[src/rtl/dbg_ctrl_sel.sv]
// dbg_ctrl_sel: chooses whether the board pins or the VIO drive the comm system.
// Physical inputs are synchronised and debounced. A change of source goes through
// a handover that holds the comm system in reset. Reset is stretched to a minimum
// width, and the status flags are kept as live and sticky-lost copies.
//
// Ports:
//   clk          system clock
//   i_reset      asynchronous active-low block reset
//   i_sel_vio    source select (1 = VIO, 0 = physical), clk domain
//   i_phy_reset  physical reset button, asynchronous, active-high
//   i_phy_ctrl   physical switches, asynchronous
//   i_vio_reset  VIO reset request, active-high
//   i_vio_ctrl   VIO control bits
//   i_stat       comm-system status flags
//   i_stat_clr   sticky-clear, acts on its rising edge
//   o_sys_reset  active-high reset to the comm system
//   o_ctrl       selected control bits
//   o_stat_live  i_stat delayed by one cycle
//   o_stat_lost  sticky: status bit fell 1->0 outside reset
//   o_src_vio    effective source (1 = VIO)
//   o_switching  high during a handover
module dbg_ctrl_sel #(
  parameter int unsigned NB_CTRL      = 2,
  parameter int unsigned NB_STAT      = 4,
  parameter int unsigned SYNC_STAGES  = 2,
  parameter int unsigned DEBOUNCE_CYC = 16,
  parameter int unsigned RST_STRETCH  = 8
) (
  input  logic               clk,
  input  logic               i_reset,
  input  logic               i_sel_vio,
  input  logic               i_phy_reset,
  input  logic [NB_CTRL-1:0] i_phy_ctrl,
  input  logic               i_vio_reset,
  input  logic [NB_CTRL-1:0] i_vio_ctrl,
  input  logic [NB_STAT-1:0] i_stat,
  input  logic               i_stat_clr,
  output logic               o_sys_reset,
  output logic [NB_CTRL-1:0] o_ctrl,
  output logic [NB_STAT-1:0] o_stat_live,
  output logic [NB_STAT-1:0] o_stat_lost,
  output logic               o_src_vio,
  output logic               o_switching
);

  // The physical reset button is debounced alongside the switches, as the top bit.
  localparam int unsigned NB_PHY = NB_CTRL + 1;
  localparam int unsigned CNT_W  = (DEBOUNCE_CYC > 1) ? $clog2(DEBOUNCE_CYC) : 1;
  localparam int unsigned STR_W  = $clog2(RST_STRETCH + 1);

  typedef enum logic [1:0] {
    SRC_PHY  = 2'd0,
    SRC_VIO  = 2'd1,
    HANDOVER = 2'd2
  } state_t;

  logic [SYNC_STAGES-1:0][NB_PHY-1:0] sync_q;
  logic [NB_PHY-1:0]                  synced;
  logic [NB_PHY-1:0]                  deb_q;
  logic [NB_PHY-1:0][CNT_W-1:0]       deb_cnt_q;

  state_t             state_q, state_n;
  logic               target_q, target_n;
  logic [STR_W-1:0]   ho_cnt_q, ho_cnt_n;
  logic [STR_W-1:0]   stretch_q, stretch_n;
  logic               req;
  logic               sys_reset_n;
  logic               switching_n;
  logic               src_vio_n;
  logic [NB_CTRL-1:0] ctrl_n;
  logic               clr_q;
  logic               clr_rise;
  logic [NB_STAT-1:0] lost_set;
  logic [NB_STAT-1:0] lost_n;

  assign synced = sync_q[SYNC_STAGES-1];

  // Synchroniser chain for the asynchronous pins.
  always_ff @(posedge clk or negedge i_reset) begin
    if (!i_reset) begin
      sync_q <= '0;
    end else begin
      sync_q <= {sync_q[SYNC_STAGES-2:0], {i_phy_reset, i_phy_ctrl}};
    end
  end

  // Per-bit debounce. A new level is accepted only after it has been seen on
  // DEBOUNCE_CYC consecutive cycles; any cycle back at the old level restarts the count.
  always_ff @(posedge clk or negedge i_reset) begin
    if (!i_reset) begin
      deb_q     <= '0;
      deb_cnt_q <= '0;
    end else begin
      for (int unsigned b = 0; b < NB_PHY; b++) begin
        if (synced[b] != deb_q[b]) begin
          if (deb_cnt_q[b] == CNT_W'(DEBOUNCE_CYC - 1)) begin
            deb_q[b]     <= synced[b];
            deb_cnt_q[b] <= '0;
          end else begin
            deb_cnt_q[b] <= deb_cnt_q[b] + CNT_W'(1);
          end
        end else begin
          deb_cnt_q[b] <= '0;
        end
      end
    end
  end

  // State register.
  always_ff @(posedge clk or negedge i_reset) begin
    if (!i_reset) begin
      state_q <= SRC_PHY;
    end else begin
      state_q <= state_n;
    end
  end

  // Next state, reset request and the next values of the registered outputs.
  always_comb begin
    state_n  = state_q;
    target_n = target_q;
    ho_cnt_n = ho_cnt_q;
    req      = 1'b0;

    case (state_q)
      SRC_PHY: begin
        if (i_sel_vio) begin
          state_n  = HANDOVER;
          target_n = 1'b1;
          ho_cnt_n = STR_W'(RST_STRETCH);
        end
      end
      SRC_VIO: begin
        if (!i_sel_vio) begin
          state_n  = HANDOVER;
          target_n = 1'b0;
          ho_cnt_n = STR_W'(RST_STRETCH);
        end
      end
      HANDOVER: begin
        // A reversed select restarts the full handover toward the new target.
        if (i_sel_vio != target_q) begin
          target_n = i_sel_vio;
          ho_cnt_n = STR_W'(RST_STRETCH);
        end else if (ho_cnt_q <= STR_W'(1)) begin
          state_n = target_q ? SRC_VIO : SRC_PHY;
        end else begin
          ho_cnt_n = ho_cnt_q - STR_W'(1);
        end
      end
      default: state_n = SRC_PHY;
    endcase

    // A handover beginning this cycle takes priority over any reset request.
    if (state_n != HANDOVER) begin
      if (state_q == SRC_VIO) begin
        req = i_vio_reset;
      end else if (state_q == SRC_PHY) begin
        req = deb_q[NB_CTRL];
      end
    end

    if (req) begin
      stretch_n = STR_W'(RST_STRETCH);
    end else if (stretch_q != '0) begin
      stretch_n = stretch_q - STR_W'(1);
    end else begin
      stretch_n = '0;
    end

    sys_reset_n = req | (stretch_q != '0) | (state_n == HANDOVER);
    switching_n = (state_n == HANDOVER);
    src_vio_n   = (state_n == SRC_VIO) | ((state_n == HANDOVER) & target_n);

    // Control bits freeze for the whole handover.
    case (state_q)
      SRC_VIO: ctrl_n = i_vio_ctrl;
      SRC_PHY: ctrl_n = deb_q[NB_CTRL-1:0];
      default: ctrl_n = o_ctrl;
    endcase

    // Sticky lost flags: a new set wins over a clear in the same cycle.
    clr_rise = i_stat_clr & ~clr_q;
    lost_set = o_stat_live & ~i_stat & {NB_STAT{~o_sys_reset}};
    lost_n   = lost_set | (o_stat_lost & ~{NB_STAT{clr_rise | o_sys_reset}});
  end

  // Handover bookkeeping, stretch counter and registered outputs.
  always_ff @(posedge clk or negedge i_reset) begin
    if (!i_reset) begin
      target_q    <= 1'b0;
      ho_cnt_q    <= '0;
      stretch_q   <= STR_W'(RST_STRETCH);
      o_sys_reset <= 1'b1;
      o_switching <= 1'b0;
      o_src_vio   <= 1'b0;
      o_ctrl      <= '0;
      o_stat_live <= '0;
      o_stat_lost <= '0;
      clr_q       <= 1'b0;
    end else begin
      target_q    <= target_n;
      ho_cnt_q    <= ho_cnt_n;
      stretch_q   <= stretch_n;
      o_sys_reset <= sys_reset_n;
      o_switching <= switching_n;
      o_src_vio   <= src_vio_n;
      o_ctrl      <= ctrl_n;
      o_stat_live <= i_stat;
      o_stat_lost <= lost_n;
      clr_q       <= i_stat_clr;
    end
  end

endmodule

[config.mk]
export PLATFORM = sky130hd
export DESIGN_NAME = dbg_ctrl_sel
export DESIGN_NICKNAME = d
export VERILOG_FILES = /design/src/rtl/dbg_ctrl_sel.sv
export SDC_FILE = /design/constraint.sdc
export NUM_CORES = 1
export LEC_CHECK = 0
export CELL_PAD_IN_SITES_DETAIL_PLACEMENT = 1
export CELL_PAD_IN_SITES_GLOBAL_PLACEMENT = 1
export CORE_MARGIN = 5
export CORE_UTILIZATION = 35
export CTS_CLUSTER_DIAMETER = 40
export DETAILED_ROUTE_END_ITERATION = 10
export PLACE_DENSITY_LB_ADDON = 0.2
export SLEW_MARGIN = 20
export SYNTH_ARGS = -nofsm -noshare
export SYNTH_HDL_FRONTEND = slang
export SYNTH_SLANG_ARGS = --single-unit
[constraint.sdc]
create_clock -name clk -period 2.05 [get_ports clk]
set_input_delay 0.3075 -clock clk [delete_from_list [all_inputs] [get_ports clk]]
set_output_delay 0.3075 -clock clk [all_outputs]
set_load 0.005 [all_outputs]
# --- After elaboration in Yosys (flattened, before gate mapping) ---
# Cells that the tools add are included.
totals:
  ff_bits: 46
  in_bits: 14
op_classes:
  n_mux: 27
  order_cmp: 1
  n_addsub: 5
  n_bitwise: 14
  reduce_logical: 8
  n_eq_ne: 15
ops:
  columns: ["operator", "n"]
  rows:
  - ["two-way mux 4 bit", 12]
  - ["adder 4 x 1 -> 4 bit (second input constant)", 3]
  - ["bitwise AND 4 bit", 3]
  - ["equality test 4 bit (second input constant)", 3]
  - ["case mux 4 bit (3 select lines)", 1]
  - ["two-way mux 2 bit", 4]
  - ["NOT 4 bit", 2]
  - ["subtractor 4 x 1 -> 4 bit (second input constant)", 2]
  - ["two-way mux 1 bit", 7]
  - ["!= test 2 bit (second input constant)", 3]
  - ["case mux 2 bit (3 select lines)", 1]
  - ["AND reduction 2 bit", 3]
  - ["equality test 2 x 1 -> 1 bit (second input constant)", 2]
  - ["equality test 2 bit (second input constant)", 2]
  - ["<= comparator 4 x 1 -> 1 bit (second input constant)", 1]
  - ["!= test 1 bit", 4]
  - ["bitwise OR 1 bit", 4]
  - ["bitwise OR 4 bit", 1]
  - ["case mux 2 bit (2 select lines)", 1]
  - ["AND reduction 4 bit", 1]
  - ["nonzero test 4 bit", 1]
  - ["!= test 3 bit (second input constant)", 1]
  - ["case mux 1 bit (3 select lines)", 1]
  - ["nonzero test 3 bit", 1]
  - ["other kinds (4)", 6]

# --- Longest topological paths before layout ---
# Gate-level depths: netlist of run 1.
depth:
  depth_word: 8
  depth_mapped: 6
  depth_no_buf: 5

# --- Worst setup path after synthesis of run 1 ---
# Ideal clock, no wire load.
synth_timing:
  path_kind: "register to register"
  startpoint: "reg target_q"
  endpoint: "reg ho_cnt_q[3]"
  t_arrival_ns: 1.474
  path_slack_ns: 0.457
  setup_ns: 0.119
  stages_incl_launch_ff: 6
  cell_sequence: "dfrtp_1 -> inv_1 -> ha_1 -> or3b_1 -> o21ai_0 -> a21bo_2"
synth_between:
  elab_chain_len: 3
  elab_cells_between_ends: 5
synth_rtl:
  columns: ["element", "line", "rtl"]
  rows:
  - ["start: declaration", "63", "logic target_q, target_n;"]
  - ["start signal: assignment", "202", "target_q <= target_n;"]
  - ["!= test 1 bit (*)", "142", "if (i_sel_vio != target_q) begin"]
  - ["!= test 3 bit (no line) or two-way mux 4 bit (tied branches)", null, null]
  - ["AND reduction 4 bit (no line) or case mux 4 bit (3 select lines) (tied branches)", null, null]
  - ["end signal: assignment", "203", "ho_cnt_q <= ho_cnt_n;"]
  - ["end: declaration", "64", "logic [STR_W-1:0] ho_cnt_q, ho_cnt_n;"]
# Every way passes the cells marked *; elsewhere a longest branch is shown, timed or not.
# A chain may end at the register's enable or synchronous reset.

# --- Final worst setup path of run 1 ---
layout_timing:
  startpoint: "in i_sel_vio"
  endpoint: "reg ho_cnt_q[3]"
layout_between:
  elab_chain_len: 3
  elab_cells_between_ends: 7
layout_rtl:
  columns: ["element", "line", "rtl"]
  rows:
  - ["start: declaration", "31", "input logic i_sel_vio,"]
  - ["!= test 1 bit", "142", null]
  - ["!= test 3 bit (no line) or two-way mux 4 bit (tied branches)", null, null]
  - ["AND reduction 4 bit (no line) or case mux 4 bit (3 select lines) (tied branches)", null, null]
# Parallel ways exist; a longest one is shown, timed or not.

==> metrics.md, run 1 <==
| Metric | Value |
|---|---|
| Hold Crit Class | `reg -> reg` |
| Slew Limit Fails | `0` |
| Syn_area_per_cell | `11.81 sq um` |
| FMAX | `537.2 MHz` |
| Setup violators final | `0` |
| Crit path arrival time | `2.06 ns` |
| Area contributors post-synth | `dfrtp_1 55%, ha_1 5.6%, a21oi_1 3.2%` |
| Antenna violations before repair | `0` |
| Max clock buf depth | `2` |
| Max VDD drop | `378.4 uV` |
| Number of synthesized register bits | `between 40 and 50` |
| Yosys warns | `0` |
| Global-route wire length before repair | `7286 um` |
| Vias | `around 1,400` |
| Post-CTS setup buffers | `0` |
| Setup WS pre-CTS | `-0.1527 ns` |
| Setup slack after layout | `0.1886 ns` |
| Synth unique cells | `between 40 and 50` |
| Vias in the first global route | `~1,600` |
| Top Ports | `27` |
| Synth top area share | `54.86%` |
| Hold path depth | `0` |
| Remaining DRCs | `0` |
| Total track usage | `roughly 13%` |
| H-Tree Depth | `2` |
| R2r setup slk | `0.26 ns` |
| RSZ-0062 raised after global routing | `false` |
| Area Growth Syn to Fin | `24.19%` |
| Die width | `about 86 um` |
| Vias per Instance | `5.032` |
| Starting Density | `36.22%` |
| Crit path kind | `in -> reg` |
| Slew HR | `around three fifths` |
| Clock sinks | `46` |
| End of the worst register-to-register path | `ho_cnt_q[3]` |
| Setup TNS | `0 ns` |
| Min-delay src | `sync_q[1]` |
| Post-synth EDFFs | `0` |
| Data required, critical path | `about 2.3 ns` |
| CTS Root Cell | `clkbuf_8` |
| Antenna diode count | `0` |
| Total gr overflow | `0` |
| Routability cong. | `0.7862` |
| Register-to-Register Path Depth | `5` |
| Static leakage | `~1.1 nW` |
| Area leader, netlist | `dfrtp_1` |
| Ys flop type | `dfrtp_1` |
| Die Height | `about 86 um` |
| Clock Latency Late Sink | `0.30 ns` |
| DRT antenna net count | `0` |
| Die area | `7349 sq um` |
| Total CTS buffers | `5` |
| Final hold slack | `0.3544 ns` |
| Multi-input gate area | `793.3 sq um` |
| Mapped Area | `2007 sq um` |
| CTS clk-pin slew, worst paths | `about 0.09 ns` |
| Num rows | `27` |
| Final WL | `4168 um` |
| DP Wirelength | `3114 um` |
| Final hold vios | `0` |
| Seq/Total Area, Yosys | `57.48%` |
| Max cap viols | `0` |
| Pin count of the biggest net entering global routing | `25` |
| Post-Synthesis Cells | `between 150 and 200` |
| Reg area | `between 1000 and 1500 sq um` |
| Worst clock skew | `roughly 0.008 ns` |
| Worst setup SP type | `input pin` |
| Pwr dens | `between 1000 and 1500 nW/um^2` |
| PortBufs | `26` |
| Async SR Flop Fraction | `100.0%` |
| Outcome | `finished clean` |
| Util after Layout | `44.99%` |
| Initial DRC count | `38` |
| Final Critical Period | `1.861 ns` |
| Worst r2r src | `target_q` |
| Hold endpoint | `synced[1]` |
| Fillcell total | `602` |
| Final Cycle Share | `90.80%` |
| Routed wire length per instance | `14.94 um` |
| Critical Path End Type | `flop` |
| Core Region | `5540 sq um` |
| Syn_nets | `193` |
| Tot Pwr | `2.616 mW` |
| Share of layout cells above drive strength 1 | `a little under an eighth` |
| Nets | `229` |
| Worst-Margin Slew | `0.5823 ns` |
| Top cells by count, synth | `44 x dfrtp_1, 13 x a21oi_1, 12 x inv_1` |
| CTS tree | `done` |
| Crit-path max FO | `4` |
| Most common cell in the netlist | `dfrtp_1` |
| TritonRoute pass-1 iters | `4` |
[where the power goes]
| part | internal (mW) | switching (mW) |
|---|---|---|
| Combinational | 0.422 | 0.383 |
| Clock | 0.271 | 0.311 |
| Sequential | 1.07 | 0.156 |
| Total | 1.77 | 0.850 |
[routing by layer]
metal  vias to the layer above  part of all wire (%)  GRT usage [%]
li1                        666                     -              -
met1                       701                    44          14.98
met2                        29                    48          20.83
met3                         8                   5.9          4.323
met4                         0                   1.9          5.180
met5                         -                     0              0
[cell type report]
| cell class | instances | share of cell area, % |
|---|---|---|
| Clock buffer | 6 | 3.313 |
| Clock inverter | 2 | 0.5020 |
| Multi-Input combinational cell | 109 | 31.83 |
| Tap cell | 72 | 3.614 |
| Sequential cell | 46 | 46.29 |
| Timing Repair Buffer | 32 | 12.65 |
| Inverter | 12 | 1.807 |
[worst max path at each step]
stage | start | to | slack [ns] | depth (start not counted)
6_report | i_sel_vio | ho_cnt_q[3] | 0.19 | 6
5_1_grt | i_sel_vio | ho_cnt_q[3] | 0.13 | 7
4_1_cts | i_sel_vio | ho_cnt_q[3] | 0.18 | 6
3_5_place_dp | i_sel_vio | ho_cnt_q[3] | -0.15 | 6
3_3_place_gp | i_sel_vio | ho_cnt_q[3] | -0.02 | 6
2_1_floorplan | target_q | ho_cnt_q[3] | 0.46 | 5
[per-stage QoR]
stage | std cells | area [sq um]
after floorplan | 170 | 2007
after global placement | 270 | 2387
after detailed placement | 270 | 2387
after CTS | 279 | 2492
after global routing | 279 | 2492
final | 279 | 2492
[worst max-delay path, cell delays in order]
cell,delay [ns]
clkdlybuf4s50_1,0.47
inv_1,0.06
ha_1,0.34
or3b_1,0.44
o21ai_0,0.19
a21bo_2,0.25
[cells by family (layout without fill, tap and decap cells)]
| kind of cell | after synthesis | in the layout | synth area share [%] |
|---|---|---|---|
| simple gates | 53 | 53 | 16.27 |
| buf+inv | 15 | 52 | 2.992 |
| fa+ha+maj | 9 | 9 | 5.611 |
| mux | 6 | 6 | 3.990 |
| compound gates | 35 | 35 | 11.03 |
| flops | 46 | 46 | 57.48 |
| xor+xnor | 6 | 6 | 2.618 |
[placed cells by master (no fill, tap or decap), types with 2 or more instances in the layout]
cell type,n
a211oi_1,2
a21oi_1,13
buf_4,4
clkbuf_8,6
clkdlybuf4s50_1,25
dfrtp_1,44
dfstp_2,2
ha_1,9
inv_1,12
mux2_2,3
mux2i_1,2
nand2_1,3
nand2b_1,4
nand3_1,5
nand4b_1,3
nor2_1,9
nor2b_1,8
nor3_1,5
nor3b_1,4
o21ai_0,9
o31ai_1,2
or3_1,2
xnor2_1,6
[repair_timing]
| action | CTS | global route |
|---|---|---|
| resized for setup | 0 | 0 |
| endpoints found under the hold margin | 5 | 0 |
| endpoints found under the setup margin | 0 | 0 |
| hold buffers | 1 | 0 |
[sequential cells by signal (all words and copies together) (netlist names)]
name and flops:
clr_q 1, deb_cnt_q 12, deb_q 3, ho_cnt_q 4
o_ctrl 2, o_src_vio 1, o_stat_live 4, o_stat_lost 4
o_switching 1, o_sys_reset 1, state_q 2, stretch_q 4
sync_q 3, synced 3, target_q 1
(Power assumes the default switching activity.)
==> run 2: changes to the inputs <==
--- a/config.mk
+++ b/config.mk
@@ -10,9 +10,11 @@
 export CORE_MARGIN = 5
 export CORE_UTILIZATION = 35
 export CTS_CLUSTER_DIAMETER = 40
+export CTS_CLUSTER_SIZE = 25
 export DETAILED_ROUTE_END_ITERATION = 10
 export PLACE_DENSITY_LB_ADDON = 0.2
-export SLEW_MARGIN = 20
+export SETUP_SLACK_MARGIN = 0.02
+export SLEW_MARGIN = 15
 export SYNTH_ARGS = -nofsm -noshare
 export SYNTH_HDL_FRONTEND = slang
 export SYNTH_SLANG_ARGS = --single-unit
==> results of run 2 <==
Final layout, timing and power as in run 1 (identical DEF).
